File: config.mk
export PLATFORM = sky130hd
export DESIGN_NAME = alu_issuer
export DESIGN_NICKNAME = d
export VERILOG_FILES = /design/src/rtl/alu_pkg.sv /design/src/rtl/alu_issuer.sv
export SDC_FILE = /design/constraint.sdc
export NUM_CORES = 1
export LEC_CHECK = 0
export ABC_AREA = 1
export CORE_UTILIZATION = 43
export CTS_CLUSTER_SIZE = 28
export DETAILED_ROUTE_END_ITERATION = 7
export PLACE_DENSITY = 0.9
export SETUP_SLACK_MARGIN = 0.4
export SLEW_MARGIN = 20
export SYNTH_ARGS = -nofsm -noshare
export SYNTH_HDL_FRONTEND = slang
export SYNTH_SLANG_ARGS = --single-unit
File: constraint.sdc
create_clock -name clk -period 2.05 [get_ports clk]
set_input_delay 0.41 -clock clk [delete_from_list [all_inputs] [get_ports clk]]
set_output_delay 0.41 -clock clk [all_outputs]
set_load 0.05 [all_outputs]
File: src/rtl/alu_pkg.sv
// rtl/alu_pkg.sv - shared opcode encodings, FSM state type and default width for alu_issuer
package alu_pkg;

  localparam int WIDTH_DEFAULT = 16;

  localparam logic [2:0] OP_ADD  = 3'b000;
  localparam logic [2:0] OP_SUB  = 3'b001;
  localparam logic [2:0] OP_SHL  = 3'b010;
  localparam logic [2:0] OP_SHR  = 3'b011;
  localparam logic [2:0] OP_SAR  = 3'b100;
  localparam logic [2:0] OP_NAND = 3'b101;
  localparam logic [2:0] OP_OR   = 3'b110;
  localparam logic [2:0] OP_SADD = 3'b111;

  typedef enum logic [1:0] {
    ST_IDLE   = 2'd0,
    ST_SETTLE = 2'd1,
    ST_RESP   = 2'd2
  } state_e;

endpackage

File: src/rtl/alu_issuer.sv
// rtl/alu_issuer.sv - issues one command to an external combinational ALU, waits, returns the result
// Optional statistics outputs op_count/zero_count under macro ALU_ISSUER_STATS_EN.
module alu_issuer
  import alu_pkg::*;
#(
  parameter int WIDTH         = WIDTH_DEFAULT,
  parameter int SETTLE_CYCLES = 1
) (
  input  logic             clk,
  input  logic             rst_n,
  input  logic             req_valid,
  output logic             req_ready,
  input  logic [2:0]       req_op,
  input  logic [WIDTH-1:0] req_a,
  input  logic [WIDTH-1:0] req_b,
  output logic [2:0]       alu_op,
  output logic [WIDTH-1:0] alu_a,
  output logic [WIDTH-1:0] alu_b,
  input  logic [WIDTH-1:0] alu_out,
  input  logic             alu_zerof,
  output logic             rsp_valid,
  input  logic             rsp_ready,
  output logic [WIDTH-1:0] rsp_data,
  output logic             rsp_zero,
  output logic             busy
`ifdef ALU_ISSUER_STATS_EN
  ,
  output logic [15:0]      op_count,
  output logic [15:0]      zero_count
`endif
);

  localparam int CNT_W = (SETTLE_CYCLES > 1) ? $clog2(SETTLE_CYCLES) : 1;
  localparam logic [CNT_W-1:0] CNT_LAST = CNT_W'(SETTLE_CYCLES - 1);

  generate
    if (SETTLE_CYCLES < 1) begin : g_bad_settle
      $error("alu_issuer: SETTLE_CYCLES must be at least 1");
    end
  endgenerate

  state_e           state_q, state_d;
  logic [CNT_W-1:0] cnt_q, cnt_d;
  logic [2:0]       alu_op_q, alu_op_d;
  logic [WIDTH-1:0] alu_a_q, alu_a_d;
  logic [WIDTH-1:0] alu_b_q, alu_b_d;
  logic [WIDTH-1:0] rsp_data_q, rsp_data_d;
  logic             rsp_zero_q, rsp_zero_d;
  logic             rsp_fire;

  assign rsp_fire = (state_q == ST_RESP) && rsp_ready;

  always_comb begin
    state_d    = state_q;
    cnt_d      = cnt_q;
    alu_op_d   = alu_op_q;
    alu_a_d    = alu_a_q;
    alu_b_d    = alu_b_q;
    rsp_data_d = rsp_data_q;
    rsp_zero_d = rsp_zero_q;
    case (state_q)
      ST_IDLE: begin
        if (req_valid) begin
          alu_op_d = req_op;
          alu_a_d  = req_a;
          alu_b_d  = req_b;
          cnt_d    = '0;
          state_d  = ST_SETTLE;
        end
      end
      ST_SETTLE: begin
        // Capture on the edge the counter reaches its last value, giving SETTLE_CYCLES of latency.
        if (cnt_q == CNT_LAST) begin
          rsp_data_d = alu_out;
          rsp_zero_d = alu_zerof;
          state_d    = ST_RESP;
        end else begin
          cnt_d = cnt_q + CNT_W'(1);
        end
      end
      ST_RESP: begin
        if (rsp_ready) begin
          state_d = ST_IDLE;
        end
      end
      default: state_d = ST_IDLE;
    endcase
  end

  always_ff @(posedge clk) begin
    if (!rst_n) begin
      state_q    <= ST_IDLE;
      cnt_q      <= '0;
      alu_op_q   <= '0;
      alu_a_q    <= '0;
      alu_b_q    <= '0;
      rsp_data_q <= '0;
      rsp_zero_q <= 1'b0;
    end else begin
      state_q    <= state_d;
      cnt_q      <= cnt_d;
      alu_op_q   <= alu_op_d;
      alu_a_q    <= alu_a_d;
      alu_b_q    <= alu_b_d;
      rsp_data_q <= rsp_data_d;
      rsp_zero_q <= rsp_zero_d;
    end
  end

  assign req_ready = (state_q == ST_IDLE);
  assign busy      = (state_q != ST_IDLE);
  assign rsp_valid = (state_q == ST_RESP);
  assign alu_op    = alu_op_q;
  assign alu_a     = alu_a_q;
  assign alu_b     = alu_b_q;
  assign rsp_data  = rsp_data_q;
  assign rsp_zero  = rsp_zero_q;

`ifdef ALU_ISSUER_STATS_EN
  logic [15:0] op_count_q, op_count_d;
  logic [15:0] zero_count_q, zero_count_d;

  always_comb begin
    op_count_d   = op_count_q;
    zero_count_d = zero_count_q;
    if (rsp_fire) begin
      op_count_d = op_count_q + 16'd1;
      if (rsp_zero_q) begin
        zero_count_d = zero_count_q + 16'd1;
      end
    end
  end

  always_ff @(posedge clk) begin
    if (!rst_n) begin
      op_count_q   <= '0;
      zero_count_q <= '0;
    end else begin
      op_count_q   <= op_count_d;
      zero_count_q <= zero_count_d;
    end
  end

  assign op_count   = op_count_q;
  assign zero_count = zero_count_q;
`else
  logic unused_rsp_fire;
  assign unused_rsp_fire = rsp_fire;
`endif

endmodule

==> results.py, run 1 <==
metrics = {
    "drt": {
        "via_per_inst": 4.56,
        "drt-initial-drc-count": 74,
        "wirelength_mm": 5.42,
        "drc_errors": 0,
        "num_vias": 2198,
        "met2_length_mm": 2.72,
        "wl_per_cell_um": 11.2,
        "met3WireLength_um": 311,
        "first_pass_iters": 4,
        "ant_nets": 0,
        "top_layer_used": "met4",
        "met1Wirelength_mm": 2.31,
    },
    "timing": {
        "hold_ws_ps": 480,
        "slew_violations": 0,
        "skew_ps": 5.92,
        "setup_tns_ps": 0,
        "fin_crit_sh_pct": 78.3,
        "setup_violations": 0,
        "fmax_mhz": 623,
        "worstMarginPinSlew_ps": 528,
        "finalHoldViolations": 0,
        "rsz0062_at_grt": "no",
        "fin_crit_ps": 1600,
        "max_slew_margin_pct": 65.0,
    },
    "power": {
        "irDropWorstVdd_mv": 0.486,
        "power.density_nw_per_um2": 795,
        "leakage_nw": 1.73,
    },
    "yosys": {
        "synthDistinctLibCells": 15,
        "netlist_instances": 315,
        "yosys_warnings": 0,
        "synth_area_leaders": "dfxtp_1, nor2_1, a21oi_1",
        "synth_top_cell_by_area": "dfxtp_1",
        "syn_nets": 371,
        "netlist_area_um2": 2200,
        "synth_top_cell_area_share_pct": 49.1,
        "avgSynthCellArea_um2": 6.99,
        "ys_ff_latch": 54,
        "ys_seq_area_share_pct": 49.1,
    },
    "placement": {
        "portBuffers": 110,
        "place_hpwl_mm": 3.86,
        "place.gp.congestion": 0.747,
    },
    "clocking": {
        "h-tree-depth": 2,
        "clkTransAtPathRegs_ps": 90,
        "numCtsBuffers": 5,
        "clock_latency_ps": 290,
        "root_buffer": "clkbuf_8",
        "ctsHoldBuffers": 0,
        "cts_buffer_depth": 2,
        "cts_tree": "yes",
        "cts_setup_buffers": 0,
        "cts_sinks": 54,
    },
    "global_route": {
        "first_global_vias": 1930,
        "grt_overflow": 0,
        "grt_max_degree": 72,
        "grt_pass1_wl_mm": 8.38,
        "antenna_found_initial": 0,
        "grt_use_total_pct": 20.0,
    },
    "min_path": {
        "hold_path_class": "reg2reg",
    },
    "outcome": {
        "status": "completed",
    },
    "critical_path": {
        "cpPeakStageDelay_ps": 560,
        "endpoint_kind": "primary output",
        "critPathMaxFanout": 2,
        "cpMaxStageDelayCell": "dlygate4sd2_1",
        "critical_path_arrival_ps": 1190,
        "start_kind": "register",
        "cp_top_family": "buffers and inverters",
        "critical_path_required_ps": 1640,
        "cp_num_buf_inv": 1,
        "crit_chain": "dlygate4sd2_1",
        "worstSetupPathType": "reg2out",
    },
    "floorplan": {
        "fp-row-count": 25,
        "die_area_um2": 5410,
        "core-area_um2": 4820,
        "die_y_um": 73.6,
        "io_pins": 111,
        "initial_core_util_pct": 45.7,
        "die_w_um": 73.6,
    },
    "flow_run": {
        "cap_viol_max_count": 0,
    },
    "cells_and_area": {
        "layout.nets": 470,
        "most-common-layout-cells": "nor2_1, dfxtp_1, clkdlybuf4s50_1, dlygate4sd2_1, inv_1",
        "final_common_cell": "nor2_1",
        "area_growth_syn_to_layout_pct": 53.4,
        "drive_gt1_share_pct": 4.58,
        "diodes": 0,
    },
}
per-stage QoR:
step	std cells	setup slack (ps)	instance area (um^2)	total power [mW]	utilization, %
6_report	482	445	3380	2.69	70.1
5_1_grt	482	407	3380	2.82	70.1
4_1_cts	482	439	3380	2.72	70.1
3_5_place_dp	474	500	3340	2.09	69.3
3_3_place_gp	474	514	3340	2.08	69.3
2_1_floorplan	315	504	2200	1.76	-
cells by family after synthesis:
family                 count (synthesis)  synth area share, %
and+or+nand+nor                      145                 27.2
AOI/OAI and AO/OA                     53                 12.0
buffers and inverters                 63                 11.7
DFF                                   54                 49.1
cells in the mapped netlist:
master and count:
nand2_2 1, nor2_1 71, inv_1 39, inv_2 1, o21ai_0 17, buf_2 10
nor2_4 1, buf_6 1, nand3_1 35, a21oi_1 36, dfxtp_1 54, clkbuf_2 1
buf_1 1, clkbuf_1 10, nand2_1 37
tightest hold or removal path, cell delays in order (launching register included):
cell and delay [ps]:
dfxtp_1 330, a21oi_1 40, nor2_1 80
repair_timing:
item,in CTS,in global routing
hold endpoints to repair,0,0
resized for setup,52,0
setup endpoints to repair,52,0
worst paths after layout:
path | start | to | slack (ps) | cells past startpoint
max reg2reg | state_q[1] | rsp_data[5] | 810 | 5
min reg2reg | alu_a[10] | alu_a[10] | 480 | 2
max | rsp_data[15] | rsp_data[15] | 450 | 1
min | alu_a[10] | alu_a[10] | 480 | 2
layer usage:
metal  vias up  track usage (%)
met4         0             6.84
li1       1171                -
met3         6             5.90
met5         -                0
met1       957             21.5
met2        64             37.0
registers in the layout, indices dropped and copies added, names as in the netlist:
| name | flops |
|---|---|
| alu_a | 16 |
| alu_b | 16 |
| alu_op | 3 |
| rsp_data | 16 |
| rsp_zero | 1 |
| state_q | 2 |
power breakdown:
| part | switching [mW] | internal, mW |
|---|---|---|
| registers | 0.0413 | 1.14 |
| logic | 0.544 | 0.279 |
| clock network | 0.318 | 0.366 |
| total | 0.903 | 1.78 |
area by class of cell:
cell class,instances,area [um^2]
Clock buffer,7,76.3
Clock inverter,1,30.0
Fill cell,445,1440
Inverter,40,150
Multi-Input combinational cell,198,863
Sequential cell,54,1080
Tap cell,67,83.8
Timing Repair Buffer,115,1090
Note: power is estimated with default switching activity, not from simulation.
==> run 2, diff against run 1 <==
--- a/config.mk
+++ b/config.mk
@@ -6,10 +6,10 @@
 export NUM_CORES = 1
 export LEC_CHECK = 0
 export ABC_AREA = 1
-export CORE_UTILIZATION = 43
+export CORE_UTILIZATION = 40
 export CTS_CLUSTER_SIZE = 28
 export DETAILED_ROUTE_END_ITERATION = 7
-export PLACE_DENSITY = 0.9
+export PLACE_DENSITY = 0.85
 export SETUP_SLACK_MARGIN = 0.4
 export SLEW_MARGIN = 20
 export SYNTH_ARGS = -nofsm -noshare
==> constraint.sdc (replaced) <==
create_clock -name clk -period 1.6 [get_ports clk]
set_input_delay 0.32 -clock clk [delete_from_list [all_inputs] [get_ports clk]]
set_output_delay 0.32 -clock clk [all_outputs]
set_load 0.05 [all_outputs]
==> run 2 against run 1 <==
- critical path depth grew 2
- register-to-register slack got worse by 490 ps
- die area rose by 7.3%
- non-clock buffer count grew 13
- critical path type unchanged
- critical endpoint is now busy
==> results.py, run 2 (synthesized netlist as in run 1, its figures left out) <==
metrics = {
    "placement": {
        "place_hpwl_mm": 3.92,
        "place.gp.congestion": 0.731,
        "portBuffers": 110,
        "pre_cts_ws_ps": 284,
    },
    "critical_path": {
        "startpoint": "state_q[1]",
        "worst-r2r-setup-slack_ps": 320,
        "reg2reg_from": "state_q[1]",
        "cp_top_family": "flip-flops",
        "cp_num_buf_inv": 2,
        "crit_chain": "nor2_4, clkinvlp_4, buf_6",
        "critical_path_arrival_ps": 1110,
        "cpPeakStageDelay_ps": 350,
        "cpMaxStageDelayCell": "dfxtp_2",
        "ff2ff_path_depth": 7,
        "start_kind": "register",
        "critPathMaxFanout": 4,
        "crit_cells": 3,
        "critical_path_required_ps": 1280,
        "worstSetupPathType": "reg2out",
        "endpoint_kind": "primary output",
    },
    "floorplan": {
        "core-area_um2": 5200,
        "io_pins": 111,
        "die_area_um2": 5810,
        "die_w_um": 76.2,
        "fp-row-count": 26,
        "die_y_um": 76.2,
        "initial_core_util_pct": 42.3,
    },
    "global_route": {
        "antenna_found_initial": 0,
        "grt_overflow": 0,
        "grt_max_degree": 72,
        "grt_pass1_wl_mm": 9.49,
        "grt_use_total_pct": 19.8,
        "first_global_vias": 2111,
    },
    "timing": {
        "slew_violations": 0,
        "setup_ws_ps": 166,
        "fin_crit_ps": 1430,
        "finalHoldViolations": 0,
        "skew_ps": 8.36,
        "rsz0062_at_grt": "yes",
        "setup_tns_ps": 0,
        "fin_crit_sh_pct": 89.6,
        "setup_violations": 0,
        "max_slew_margin_pct": 67.8,
        "worstMarginPinSlew_ps": 483,
        "fmax_mhz": 697,
    },
    "clocking": {
        "clkTransAtPathRegs_ps": 90,
        "cts_sinks": 54,
        "root_buffer": "clkbuf_8",
        "cts_tree": "yes",
        "h-tree-depth": 2,
        "numCtsBuffers": 5,
        "clock_latency_ps": 300,
        "cts_buffer_depth": 2,
    },
    "cells_and_area": {
        "final_common_cell": "nor2_1",
        "drive_gt1_share_pct": 23.4,
        "area_growth_syn_to_layout_pct": 67.9,
        "final_util_pct": 71.0,
        "diodes": 0,
        "most-common-layout-cells": "nor2_1, clkdlybuf4s50_1, dfxtp_1, buf_6",
        "layout.nets": 483,
    },
    "min_path": {
        "min_from": "rst_n",
        "hold_path_class": "in2reg",
        "hold_depth": 3,
    },
    "drt": {
        "via_per_inst": 4.67,
        "ant_nets": 0,
        "num_vias": 2326,
        "wl_per_cell_um": 12.5,
        "drc_errors": 0,
        "drt-initial-drc-count": 85,
        "wirelength_mm": 6.24,
        "first_pass_iters": 4,
    },
    "power": {
        "power.density_nw_per_um2": 967,
        "irDropWorstVdd_mv": 0.488,
        "leakage_nw": 1.77,
    },
    "flow_run": {
        "cap_viol_max_count": 0,
    },
    "outcome": {
        "status": "completed",
    },
}
[run 2: changes by cell type in the layout (fill, tap and decap cells not counted), moves of 2 or more]
cell           previous run  this run
inv_1                    39        37
dlygate4sd2_1            52         0
clkbuf_16                 0         3
buf_6                     0        40
buf_12                    3         7
dfxtp_1                  54        42
buf_4                     5        23
dfxtp_2                   0        11
[run 2: metrics by stage]
step	total power [mW]	cells	instance area, um^2	hold WS (ps)
finish	3.58	498	3700	476
global route	3.75	498	3700	477
CTS	3.45	492	3420	470
detailed placement	2.65	478	3220	470
global placement	2.63	478	3220	464
floorplan	2.26	315	2210	484
[run 2: cell type report]
type	count	area [um^2]
fill	425	1510
sequential	54	1100
tap	70	87.6
multi-input combinational	198	885
clock inverter	1	5.00
clock buffer	7	86.3
timing repair buffer	128	1380
inverter	40	156
[run 2: where the power goes]
part,total (mW),internal [mW],switching (mW)
Sequential,1.54,1.46,0.0800
Clock,0.763,0.350,0.413
Combinational,1.27,0.534,0.737
[run 2: layer usage]
layer  up-vias  global-route usage, %  routed length [um]
li1       1198                      -                   -
met1      1044                   22.7                2660
met2        71                   35.2                3130
met3        13                   3.95                 284
met4         0                   9.81                 163
met5         -                      0                   0
[run 2: timing repair]
item                       4_1_cts  5_1_grt
buffers inserted                 6        3
setup endpoints to repair       53       90
cloned                           0        3
pin swaps                        2        1
gates resized for setup         16       55
hold buffers                     0        0
[run 2: tightest hold or removal path, cell delays in order]
cell and delay [ps]:
buf_2 260, nand2_1 130, nor2_1 30
[run 2: path summary, 6_finish.rpt]
| path | end |
|---|---|
| setup / recovery | busy |
| hold / removal | alu_a[15] |
| setup reg to reg | alu_b[7] |
| hold reg to reg | alu_op[1] |
